### src/rtl/pwm_gen.sv
`default_nettype none
// ============================================================================
//  Module      : pwm_gen
//  Description : Counter-compare PWM generator with a one-entry duty buffer.
//                Duty updates only at period wrap. Build macro PWM_INVERT_EN
//                selects an active-low pwm_out for LED drivers.
//  Revision    : 1.0 - initial release
// ============================================================================
module pwm_gen #(
    parameter int WIDTH = 8
) (
    input  logic             clk,
    input  logic             rst,
    input  logic             clk_div,
    input  logic [WIDTH-1:0] duty,
    input  logic             duty_valid,
    output logic             duty_ready,
    output logic             pwm_out,
    output logic             period_start
);

`ifdef PWM_INVERT_EN
    localparam logic c_PWM_IDLE = 1'b1;
`else
    localparam logic c_PWM_IDLE = 1'b0;
`endif

    logic             clk_div_q;
    logic [WIDTH-1:0] cnt_q, cnt_d;
    logic [WIDTH-1:0] duty_active_q, duty_active_d;
    logic [WIDTH-1:0] pending_q, pending_d;
    logic             pending_full_q, pending_full_d;
    logic             pwm_q, pwm_d;
    logic             period_start_q, period_start_d;

    logic             w_tick;
    logic             w_wrap;
    logic             w_accept;

    assign w_tick     = clk_div & ~clk_div_q;
    assign w_wrap     = w_tick && (cnt_q == {WIDTH{1'b1}});
    assign duty_ready = ~pending_full_q;
    assign w_accept   = duty_valid & duty_ready;

    always_comb begin
        cnt_d          = cnt_q;
        duty_active_d  = duty_active_q;
        pending_d      = pending_q;
        pending_full_d = pending_full_q;
        period_start_d = w_wrap;

        if (w_tick) begin
            cnt_d = cnt_q + 1'b1;
        end

        // Accept and load are exclusive: accept needs an empty buffer, load a full one.
        if (w_accept) begin
            pending_d      = duty;
            pending_full_d = 1'b1;
        end else if (w_wrap && pending_full_q) begin
            duty_active_d  = pending_q;
            pending_full_d = 1'b0;
        end

        pwm_d = (cnt_q < duty_active_q) ^ c_PWM_IDLE;
    end

    always_ff @(posedge clk or posedge rst) begin
        if (rst) begin
            clk_div_q      <= 1'b0;
            cnt_q          <= '0;
            duty_active_q  <= '0;
            pending_q      <= '0;
            pending_full_q <= 1'b0;
            pwm_q          <= c_PWM_IDLE;
            period_start_q <= 1'b0;
        end else begin
            clk_div_q      <= clk_div;
            cnt_q          <= cnt_d;
            duty_active_q  <= duty_active_d;
            pending_q      <= pending_d;
            pending_full_q <= pending_full_d;
            pwm_q          <= pwm_d;
            period_start_q <= period_start_d;
        end
    end

    assign pwm_out      = pwm_q;
    assign period_start = period_start_q;

endmodule
`default_nettype wire

### config.mk
export PLATFORM = sky130hd
export DESIGN_NAME = pwm_gen
export DESIGN_NICKNAME = d
export VERILOG_FILES = /design/src/rtl/pwm_gen.sv
export SDC_FILE = /design/constraint.sdc
export NUM_CORES = 1
export LEC_CHECK = 0
export ABC_AREA = 1
export CAP_MARGIN = 15
export CORE_ASPECT_RATIO = 1.1
export CORE_MARGIN = 3
export CORE_UTILIZATION = 44
export CTS_BUF_LIST = sky130_fd_sc_hd__clkbuf_8
export DETAILED_ROUTE_END_ITERATION = 10
export DONT_BUFFER_PORTS = 1
export SYNTH_ARGS = -nofsm -noshare
export SYNTH_HDL_FRONTEND = slang
export SYNTH_SLANG_ARGS = --single-unit
### constraint.sdc
create_clock -name clk -period 1.2 [get_ports clk]
set_input_delay 0.36 -clock clk [delete_from_list [all_inputs] [get_ports clk]]
set_output_delay 0.36 -clock clk [all_outputs]
set_load 0.02 [all_outputs]
After elaboration in Yosys (flattened, before gate mapping):

Cells that the tools add are included.

* word-level logic and storage cells: 21
* bits in registers: 28
* output and inout bits: 3
* input bits: 12

* $add $sub $neg: 1
* eq/ne operators: 1
* reductions and logical operators: 4
* magnitude comparators: 1
* bitwise logic cells: 5
* multiplexer cells: 2

Operators by type and width (count)
* adder 8 x 1 -> 8 bit (second input constant): 1
* equality test 8 bit (second input constant): 1
* less-than comparator 8 bit: 1
* NOT 1 bit: 3
* AND 1 bit: 2
* logical AND 1 bit: 2
* two-way mux 1 bit: 2
* AND reduction 2 bit: 1
* nonzero test 2 bit: 1

Logic depth before layout (Yosys ltp):

Gate-level depths: netlist of the first run.

* word-level depth: 6
* gate-level depth with buffers: 7
* gate-level depth less buffers: 7

Worst setup path after synthesis of the first run:

No wires, ideal clock.

* path kind: register -> register
* start point: reg cnt_q[0]
* end point: reg cnt_q[4]
* stages on the path, launching flop included: 6
* clock period less this slack: 1.162 ns
* library setup time: 0.128 ns
* path slack: 0.038 ns
* data required time: 1.072 ns
* data arrival time: 1.034 ns
* path buffers: 1
* cell sequence: dfrtp_1 > ha_1 > nand2_4 > nor2_8 > buf_12 > xor2_2

* cells in the longest elaborated chain, start to end: 1

RTL lines
* start, declared: line 29 `logic [WIDTH-1:0] cnt_q, cnt_d;`
* start signal, assigned: line 79 `cnt_q <= cnt_d;`
* adder 8 x 1 -> 8 bit: line 53 `cnt_d = cnt_q + 1'b1;`

Every way passes these cells.
A chain may end at the register's enable or synchronous reset.

Final worst setup path of the first run:

* start point: reg cnt_q[1]
* end point: reg duty_active_q[7]

* cells in the longest elaborated chain, start to end: 4

RTL lines
* equality test 8 bit: line 41 `assign w_wrap = w_tick && (cnt_q == {WIDTH{1'b1}});`
* logical AND 1 bit: line 41
* logical AND 1 bit: line 60 `end else if (w_wrap && pending_full_q) begin`
* AND reduction 2 bit (no line)
* end signal, assigned: line 80 `duty_active_q <= duty_active_d;`
* end, declared: line 30 `logic [WIDTH-1:0] duty_active_q, duty_active_d;`

Every way passes these cells.

==> results.py, run 1 <==
metrics = {
    "status": {
        "outcome": "complete, but fails checks",
        "violations": "setup timing",
    },
    "placed_design": {
        "dp_hpwl_um": 1900,
        "port_buffers": 0,
        "place_ws_ns": -0.0305,
        "place_congestion": 0.726,
        "dpl_cell_area_mm2": 0.00153,
        "placed_cells": 185,
    },
    "critical_path": {
        "crit_fanout": 8,
        "critPathKind": "reg2reg",
        "crit_arrival_ns": 1.39,
        "critPathLaunchType": "register",
        "endpoint_kind": "register",
        "cp.required_ns": 1.37,
    },
    "sta": {
        "fmax_mhz": 821,
        "setup_viol": 9,
        "rsz0062_at_grt": "true",
        "fin_crit_ns": 1.22,
        "worst_slew_pin_slew_ns": 0.225,
        "fin_setup_tns_ns": -0.115,
        "maxSlewViolCount": 0,
        "finClkSkew_ns": 0.00325,
        "finalWorstSetupSlack_ns": -0.0177,
        "hold_slack_ns": 0.108,
        "maxSlewHeadroom_pct": 84.9,
        "hold_violations": 0,
        "min_period_over_period_pct": 101,
    },
    "pwr": {
        "peakVddDrop_v": 0.000953,
        "swShare_pct": 32.7,
        "p_switching_uw": 828,
        "p_leak_uw": 0.000903,
        "p_seq_share_pct": 48.7,
        "internal_power_uw": 1710,
        "p_comb_share_pct": 31.7,
        "clock_power_share_pct": 19.5,
        "power_density_mw_per_mm2": 1500,
    },
    "routing": {
        "drc": 0,
        "drt_wl_total_um": 2450,
        "viasPerCell": 4.97,
        "ant_nets": 0,
        "vias": 979,
        "wire_per_inst_um": 12.4,
        "drt-pass1-iter-count": 4,
        "drt_iter0_markers": 23,
    },
    "floorplan": {
        "core_mm2": 0.00290,
        "die_area_mm2": 0.00392,
        "row_count": 20,
        "io_pins": 15,
        "dieHeight_um": 65.4,
        "die_w_um": 60,
        "initial_core_util_pct": 48.6,
    },
    "global_route": {
        "grt_max_degree": 18,
        "grt_usage_pct": 15.3,
        "antenna_found_initial": 0,
        "grt_pass1_wl_um": 4430,
        "grt_overflow": 0,
        "grt_pass1_vias": 1030,
    },
    "yosys": {
        "synth_cells": 140,
        "yosys-top-cells-area": "dfrtp_1 (50%), nand2_1 (11%), ha_1 (7.1%), mux2_1 (4.8%), nand4_1 (4.0%)",
        "ys_ff_latch": 28,
        "synthFlopType": "dfrtp_1",
        "syn_area_mm2": 0.00141,
        "netlist-cell-type-count": 26,
        "synth_top_area_share_pct": 49.6,
        "yosysWarnings": 0,
        "ys_async_sr_fraction_pct": 100,
        "synth_edf_count": 0,
        "seq_area_frac_synth_pct": 49.6,
        "synth_nets": 160,
        "syn_area_per_cell_um2": 10.1,
        "synthTopCellsByCount": "nand2_1 (43), dfrtp_1 (28), inv_1 (14), nand4_1 (9), ha_1 (8)",
        "synth_area_leader_cell": "dfrtp_1",
        "yosysMostFrequentCell": "nand2_1",
    },
    "cells_and_area": {
        "final_area_mm2": 0.00169,
        "regArea_um2": 702,
        "nets": 186,
        "layout-drive-gt1-share_pct": 30.5,
        "syn_to_final_growth_pct": 19.9,
        "final_cells": 197,
        "fill_cells": 258,
        "num_antenna_cells": 0,
        "multi_input_area_um2": 672,
    },
    "job": {
        "maxCapViolations": 0,
    },
    "cts": {
        "clk_latency_ns": 0.27,
        "cts_buffer_depth": 2,
        "clock-root-buffer": "clkbuf_8",
        "htree_levels": 1,
        "clock_sinks": 28,
        "cts_buffers": 3,
        "clk_pin_slew_ns": 0.09,
        "cts_tree": "built",
    },
    "hold_path": {
        "min_path_type": "in2reg",
    },
}
-- power by group through the flow --
stage	sequential, uW	clock (uW)	combinational (uW)
global placement	1240	0	651
global route	1260	555	913
floorplan	1240	0	438
CTS	1240	523	730
detailed placement	1250	0	685
finish	1240	495	805
-- per-layer routing --
layer  vias up  track usage (%)  wire length, um
met1       457             18.2             1100
met5         -                0                0
met3         7             3.54               85
met2        16             25.4             1190
li1        499                -                -
met4         0             7.48               70
-- stage by stage --
stage / utilization (%) / total power (uW)
2_1_floorplan: - / 1680
3_3_place_gp: 52.8 / 1890
3_5_place_dp: 52.8 / 1930
4_1_cts: 56.0 / 2490
5_1_grt: 58.3 / 2720
6_report: 58.3 / 2530
-- logic make-up (layout without fill, tap and decap cells) --
group           Yosys count  count (layout)  share of synthesized area, %
fa+ha+maj                 8               8                          7.09
flops                    28              28                          49.6
xor+xnor                  4               4                          3.01
buf+inv                  19              42                          6.29
simple gates             68              69                          25.8
mux                       8               8                          6.38
compound gates            5               5                          1.77
-- cells in the final DEF (no fill, tap or decap), drive strengths merged, types with 2 or more instances in the layout --
| master | instances |
|---|---|
| dfrtp | 28 |
| nand3b | 2 |
| inv | 17 |
| a21oi | 4 |
| mux2 | 8 |
| nand2 | 46 |
| buf | 21 |
| nand3 | 3 |
| nor2 | 6 |
| clkbuf | 3 |
| nand4 | 9 |
| ha | 8 |
| xor2 | 3 |
-- worst max-delay path: stages (launching register included) --
cell and delay (ns):
dfrtp_1 0.40, ha_2 0.21, nand2_4 0.07, nor2_8 0.16, nand3_2 0.13, nand2_1 0.09
nand2_1 0.04
-- registers in the layout, summed over array words and instances, names as in the netlist --
name and flops:
clk_div_q 1, pwm_out 1, period_start 1, pending_full_q 1, cnt_q 8, pending_q 8
duty_active_q 8
-- cell type report --
cell class | count | share of cell area [%]
Clock buffer | 3 | 2.44
Sequential cell | 28 | 41.5
Multi-Input combinational cell | 94 | 39.7
Tap cell | 33 | 2.44
Timing Repair Buffer | 22 | 10.1
Inverter | 17 | 3.77
-- worst paths after layout --
path | start | to | slack (ns) | cells past startpoint
worst max-delay path | cnt_q[1] | duty_active_q[7] | -0.02 | 6
worst min-delay path | clk_div | clk_div_q | 0.11 | 0
worst max register to register | cnt_q[1] | duty_active_q[7] | -0.02 | 6
worst min register to register | duty_active_q[7] | duty_active_q[7] | 0.48 | 2
max in group asynchronous | rst | duty_active_q[4] | 0.45 | 3
min in group asynchronous | rst | clk_div_q | 0.53 | 3
-- repair_timing --
item                       CTS  global route
setup endpoints to repair   12            15
hold endpoints to repair    28             0
setup buffers                1             6
hold buffers                 1             0
cloned                       1             0
pin swaps                    1             9
gates resized for setup      6             8
No activity file was read; power rests on OpenSTA's default activity.
==> run 2, diff against run 1 <==
--- a/config.mk
+++ b/config.mk
@@ -13,6 +13,8 @@
 export CTS_BUF_LIST = sky130_fd_sc_hd__clkbuf_8
 export DETAILED_ROUTE_END_ITERATION = 10
 export DONT_BUFFER_PORTS = 1
+export RECOVER_POWER = 100
+export REMOVE_ABC_BUFFERS = 1
 export SYNTH_ARGS = -nofsm -noshare
 export SYNTH_HDL_FRONTEND = slang
 export SYNTH_SLANG_ARGS = --single-unit
==> run 2 against run 1 <==
Compared with the run above:
- the run now ends clean
- final cell count decreased by 2.5%
- maximum frequency increased by 1.9%
- power decreased by 1.0%
- largest power group unchanged
- clock skew increased by 0.0030 ns
- via count decreased by 0.72%
- sequential share of layout area increased by 1.4 points
- critical path depth decreased by 2
- critical endpoint is now pwm_out
- sequential power about the same
- combinational power decreased by 17%
- routed wire length decreased by 2.2%
- sequential cell count unchanged
- hold slack got worse by 0.0019 ns
==> results.py, run 2 (synthesized netlist as in run 1, its figures left out) <==
metrics = {
    "pwr": {
        "p_seq_share_pct": 50.5,
        "internal_power_uw": 1700,
        "peakVddDrop_v": 0.00132,
        "p_switching_uw": 806,
        "p_comb_share_pct": 26.7,
        "p_leak_uw": 0.000875,
        "power_density_mw_per_mm2": 1530,
        "swShare_pct": 32.1,
        "clock_power_share_pct": 22.9,
    },
    "critical_path": {
        "crit_top_cell": "a21oi_1",
        "cp_slowest_cell": "dfrtp_1",
        "worst-path-buf-inv": 0,
        "reg2reg_depth": 4,
        "cp.required_ns": 1.39,
        "critPathLaunchType": "register",
        "crit_arrival_ns": 1.38,
        "path_depth": 4,
        "critPathKind": "reg2reg",
        "max_stage_delay_ns": 0.44,
        "path_cells": "ha_1 -> a21oi_1 -> nand2_1 -> a21oi_1",
        "crit_family": "flip-flops",
        "endpoint_kind": "register",
        "crit_fanout": 4,
    },
    "status": {
        "outcome": "complete, no violations",
    },
    "floorplan": {
        "io_pins": 15,
        "initial_core_util_pct": 48.6,
        "dieHeight_um": 65.4,
        "row_count": 20,
        "core_mm2": 0.00290,
        "die_w_um": 60,
        "die_area_mm2": 0.00392,
    },
    "cts": {
        "cts_buffer_depth": 2,
        "cts_tree": "built",
        "cts_buffers": 3,
        "clk_latency_ns": 0.27,
        "clk_pin_slew_ns": 0.10,
        "clock_sinks": 28,
        "clock-root-buffer": "clkbuf_8",
        "htree_levels": 1,
    },
    "sta": {
        "setup_viol": 0,
        "maxSlewViolCount": 0,
        "fin_setup_tns_ns": 0,
        "worst_slew_pin_slew_ns": 0.483,
        "finClkSkew_ns": 0.00629,
        "rsz0062_at_grt": "true",
        "fin_crit_ns": 1.19,
        "min_period_over_period_pct": 99.6,
        "maxSlewHeadroom_pct": 67.8,
        "hold_violations": 0,
        "fmax_mhz": 837,
    },
    "global_route": {
        "antenna_found_initial": 0,
        "grt_max_degree": 20,
        "grt_pass1_wl_um": 4150,
        "grt_pass1_vias": 1006,
        "grt_usage_pct": 13.9,
        "grt_overflow": 0,
    },
    "hold_path": {
        "worstHoldPathCells": 0,
        "min_path_type": "in2reg",
    },
    "routing": {
        "vias": 972,
        "viasPerCell": 5.06,
        "ant_nets": 0,
        "wire_per_inst_um": 12.5,
        "drt_iter0_markers": 21,
        "drc": 0,
        "drt_wl_total_um": 2390,
        "drt-pass1-iter-count": 4,
    },
    "cells_and_area": {
        "fill_cells": 252,
        "layout-drive-gt1-share_pct": 25.2,
        "layout_common_cells": "nand2_1 (40), dfrtp_1 (26), inv_1 (14)",
        "nets": 180,
        "mostFrequentLayoutCell": "nand2_1",
        "syn_to_final_growth_pct": 16.2,
        "num_antenna_cells": 0,
        "final_area_mm2": 0.00164,
        "final_cells": 192,
        "reg.largest.list": "cnt_q (8), duty_active_q (8), pending_q (8)",
    },
    "placed_design": {
        "dp_hpwl_um": 1840,
        "place_congestion": 0.745,
        "placed_cells": 184,
        "port_buffers": 0,
        "dpl_cell_area_mm2": 0.00153,
    },
    "job": {
        "maxCapViolations": 0,
    },
}
[run 2: metrics by stage]
step | utilization, % | worst slack, ns | total power (uW) | hold slack, ns
floorplan | - | -0.0540 | 1670 | 0.391
global placement | 52.5 | 0.0173 | 1860 | 0.250
detailed placement | 52.5 | -0.0153 | 1890 | 0.264
CTS | 56.5 | -0.00671 | 2510 | 0.102
global route | 56.5 | -0.0690 | 2710 | 0.0886
finish | 56.5 | 0.00536 | 2510 | 0.107
[run 2: cell type report]
cell class | count | area [um2] | share of cell area (%)
multi-input combinational | 93 | 653 | 39.8
clock buffer | 4 | 55.1 | 3.36
tap | 33 | 41.3 | 2.52
sequential | 28 | 703 | 42.9
timing repair buffer | 17 | 124 | 7.55
inverter | 17 | 63.8 | 3.89
[run 2: power by group through the flow]
stage	clock network [uW]	logic [uW]	registers, uW
6_report	574	669	1270
5_1_grt	638	776	1290
4_1_cts	587	660	1260
3_5_place_dp	0	616	1270
3_3_place_gp	0	594	1260
2_1_floorplan	0	431	1240
[run 2: worst paths after layout]
check | end | slack [ns] | start
hold reg to reg | duty_active_q[0] | 0.49 | duty_active_q[0]
setup reg to reg | pwm_out | 0.005 | cnt_q[3]
min in group asynchronous | pending_q[0] | 0.61 | rst
max in group asynchronous | cnt_q[5] | 0.19 | rst
setup / recovery | pwm_out | 0.005 | cnt_q[3]
hold / removal | clk_div_q | 0.11 | clk_div
[run 2: what timing repair did]
action | CTS | global route
pin swaps | 2 | 0
endpoints found under the setup margin | 12 | 24
hold buffers | 1 | 0
hold endpoints to repair | 9 | 0
resized for setup | 7 | 4
setup buffers | 3 | 0
[run 2: metal layers]
metal  vias up  routed length (um)  global-route usage, %
met3         2                  90                   2.95
met4         0                  18                   4.16
met2        15                1240                   24.7
met1       468                1050                   16.4
met5         -                   0                      0
li1        487                   -                      -
==> run 3, diff against run 2 <==
--- a/config.mk
+++ b/config.mk
@@ -6,13 +6,12 @@
 export NUM_CORES = 1
 export LEC_CHECK = 0
 export ABC_AREA = 1
-export CAP_MARGIN = 15
+export BUFFER_PORTS_ARGS = -buffer_cell sky130_fd_sc_hd__buf_2
 export CORE_ASPECT_RATIO = 1.1
 export CORE_MARGIN = 3
 export CORE_UTILIZATION = 44
 export CTS_BUF_LIST = sky130_fd_sc_hd__clkbuf_8
 export DETAILED_ROUTE_END_ITERATION = 10
-export DONT_BUFFER_PORTS = 1
 export RECOVER_POWER = 100
 export REMOVE_ABC_BUFFERS = 1
 export SYNTH_ARGS = -nofsm -noshare
==> run 3 against run 2 <==
Compared with the run above:
- the flow now finishes with violations (setup timing)
- die area stayed put
- sequential cell count stayed put
- sequential power is 4% lower
- final cell count is 6.8% higher
- critical endpoint is now duty_active_q[6]
- largest cell class unchanged
- highest routed layer is now met3
==> results.py, run 3 (synthesized netlist as in run 1, its figures left out) <==
metrics = {
    "cts": {
        "clock_sinks": 28,
        "cts_tree": "built",
        "clk_pin_slew_ns": 0.09,
        "clock-root-buffer": "clkbuf_8",
        "clk_latency_ns": 0.27,
        "cts_buffers": 3,
        "cts_buffer_depth": 2,
        "htree_levels": 1,
    },
    "cells_and_area": {
        "layout_common_cells": "nand2_1 (42), dfrtp_1 (27), inv_1 (14)",
        "num_antenna_cells": 0,
        "final_core_util_pct": 58.7,
        "layout-drive-gt1-share_pct": 30.2,
        "nets": 193,
        "final_cells": 205,
        "syn_to_final_growth_pct": 20.7,
        "mostFrequentLayoutCell": "nand2_1",
        "reg.largest.list": "cnt_q (8), duty_active_q (8), pending_q (8)",
        "fill_cells": 265,
    },
    "sta": {
        "worst_slew_pin_slew_ns": 0.667,
        "rsz0062_at_grt": "true",
        "hold_violations": 0,
        "fmax_mhz": 831,
        "setup_viol": 2,
        "hold_slack_ns": 0.203,
        "finalWorstSetupSlack_ns": -0.00329,
        "fin_crit_ns": 1.20,
        "finClkSkew_ns": 0.00183,
        "maxSlewHeadroom_pct": 55.5,
        "min_period_over_period_pct": 100,
        "maxSlewViolCount": 0,
    },
    "routing": {
        "drt_wl_total_um": 2420,
        "highest_layer": "met3",
        "ant_nets": 0,
        "drt_iter0_markers": 29,
        "routed-wl-met3_um": 59,
        "drc": 0,
        "wl_met1_um": 1070,
        "wire_per_inst_um": 11.8,
        "drt-pass1-iter-count": 4,
        "vias": 999,
        "met2_wirelength_um": 1290,
        "viasPerCell": 4.87,
    },
    "floorplan": {
        "initial_core_util_pct": 48.6,
        "die_w_um": 60,
        "core_mm2": 0.00290,
        "die_area_mm2": 0.00392,
        "row_count": 20,
        "dieHeight_um": 65.4,
        "io_pins": 15,
    },
    "global_route": {
        "antenna_found_initial": 0,
        "grt_pass1_wl_um": 4300,
        "grt_overflow": 0,
        "grt_max_degree": 29,
        "grt_usage_pct": 14.2,
        "grt_pass1_vias": 1005,
    },
    "hold_path": {
        "min_path_type": "in2reg",
        "min_from": "clk_div",
        "hold_path_end": "clk_div_q",
        "worstHoldPathCells": 1,
    },
    "critical_path": {
        "crit_fanout": 6,
        "crit_top_cell": "nand2_1",
        "reg2reg_depth": 6,
        "cp.required_ns": 1.37,
        "endpoint_kind": "register",
        "reg2reg_from": "clk_div_q",
        "rrSetupSlack_ns": -0.003,
        "crit_family": "simple AND/OR/NAND/NOR gates",
        "r2r-end": "duty_active_q[6]",
        "path_cells": "nor2_4 -> nand2_4 -> nor2_8 -> nand3_2 -> nand2_1 -> nand2_1",
        "cp_slowest_cell": "dfrtp_1",
        "worst-path-buf-inv": 0,
        "max_stage_delay_ns": 0.41,
        "critPathLaunchType": "register",
        "critPathKind": "reg2reg",
        "crit_arrival_ns": 1.37,
    },
    "placed_design": {
        "dp_hpwl_um": 1840,
        "port_buffers": 14,
        "place_congestion": 0.739,
        "placed_cells": 194,
    },
    "job": {
        "maxCapViolations": 0,
    },
    "status": {
        "violations": "setup timing",
        "outcome": "complete, but fails checks",
    },
    "pwr": {
        "power_density_mw_per_mm2": 1480,
        "peakVddDrop_v": 0.000840,
        "p_leak_uw": 0.000941,
    },
}
[run 3: worst max-delay path by stage]
stage                       end      startpoint  cells past startpoint  slack [ns]
6_report       duty_active_q[6]       clk_div_q                      6      -0.003
5_1_grt        duty_active_q[7]        cnt_q[1]                      6       -0.10
3_3_place_gp   duty_active_q[1]         clk_div                      8       -0.09
3_5_place_dp   duty_active_q[1]         clk_div                      8       -0.12
2_1_floorplan      pending_q[0]  pending_full_q                      3       -0.05
4_1_cts        duty_active_q[2]        cnt_q[1]                      6       -0.03
[run 3: worst register-to-register path: stages, from the launching register on]
cell     delay, ns
dfrtp_1       0.41
nor2_4        0.19
nand2_4       0.10
nor2_8        0.15
nand3_2       0.12
nand2_1       0.09
nand2_1       0.05
[run 3: final cells by class]
type / instances / area [um2] / share of cell area (%)
clock buffer: 4 / 55.1 / 3.23
inverter: 17 / 63.8 / 3.74
multi-input combinational: 94 / 652 / 38.3
sequential: 28 / 702 / 41.2
tap: 33 / 41.3 / 2.42
timing repair buffer: 29 / 190 / 11.2
[run 3: what timing repair did]
| item | 4_1_cts | 5_1_grt |
|---|---|---|
| gates cloned | 0 | 1 |
| buffers inserted | 2 | 4 |
| setup endpoints to repair | 13 | 18 |
| resized for setup | 5 | 4 |
| hold buffers | 0 | 0 |
| pin swaps | 1 | 11 |
[run 3: metal layers]
metal | GRT usage, % | up-vias
met4 | 2.49 | 0
met2 | 25.3 | 10
met3 | 2.36 | 0
met1 | 17.9 | 472
met5 | 0 | -
li1 | - | 517
[run 3: power by group]
group	internal [uW]	total [uW]	switching (uW)
Sequential	1080	1220	131
Combinational	343	743	400
Clock	293	569	276
Total	1720	2530	808
[run 3: stage by stage]
stage	power [uW]	setup TNS (ns)	instance area [um2]	setup WS (ns)
final	2530	-0.00490	1700	-0.00329
after global routing	2730	-0.998	1700	-0.104
after CTS	2500	-0.142	1650	-0.0254
after detailed placement	1900	-1.03	1570	-0.119
after global placement	1860	-0.739	1570	-0.0944
after floorplan	1670	-0.353	1390	-0.0540
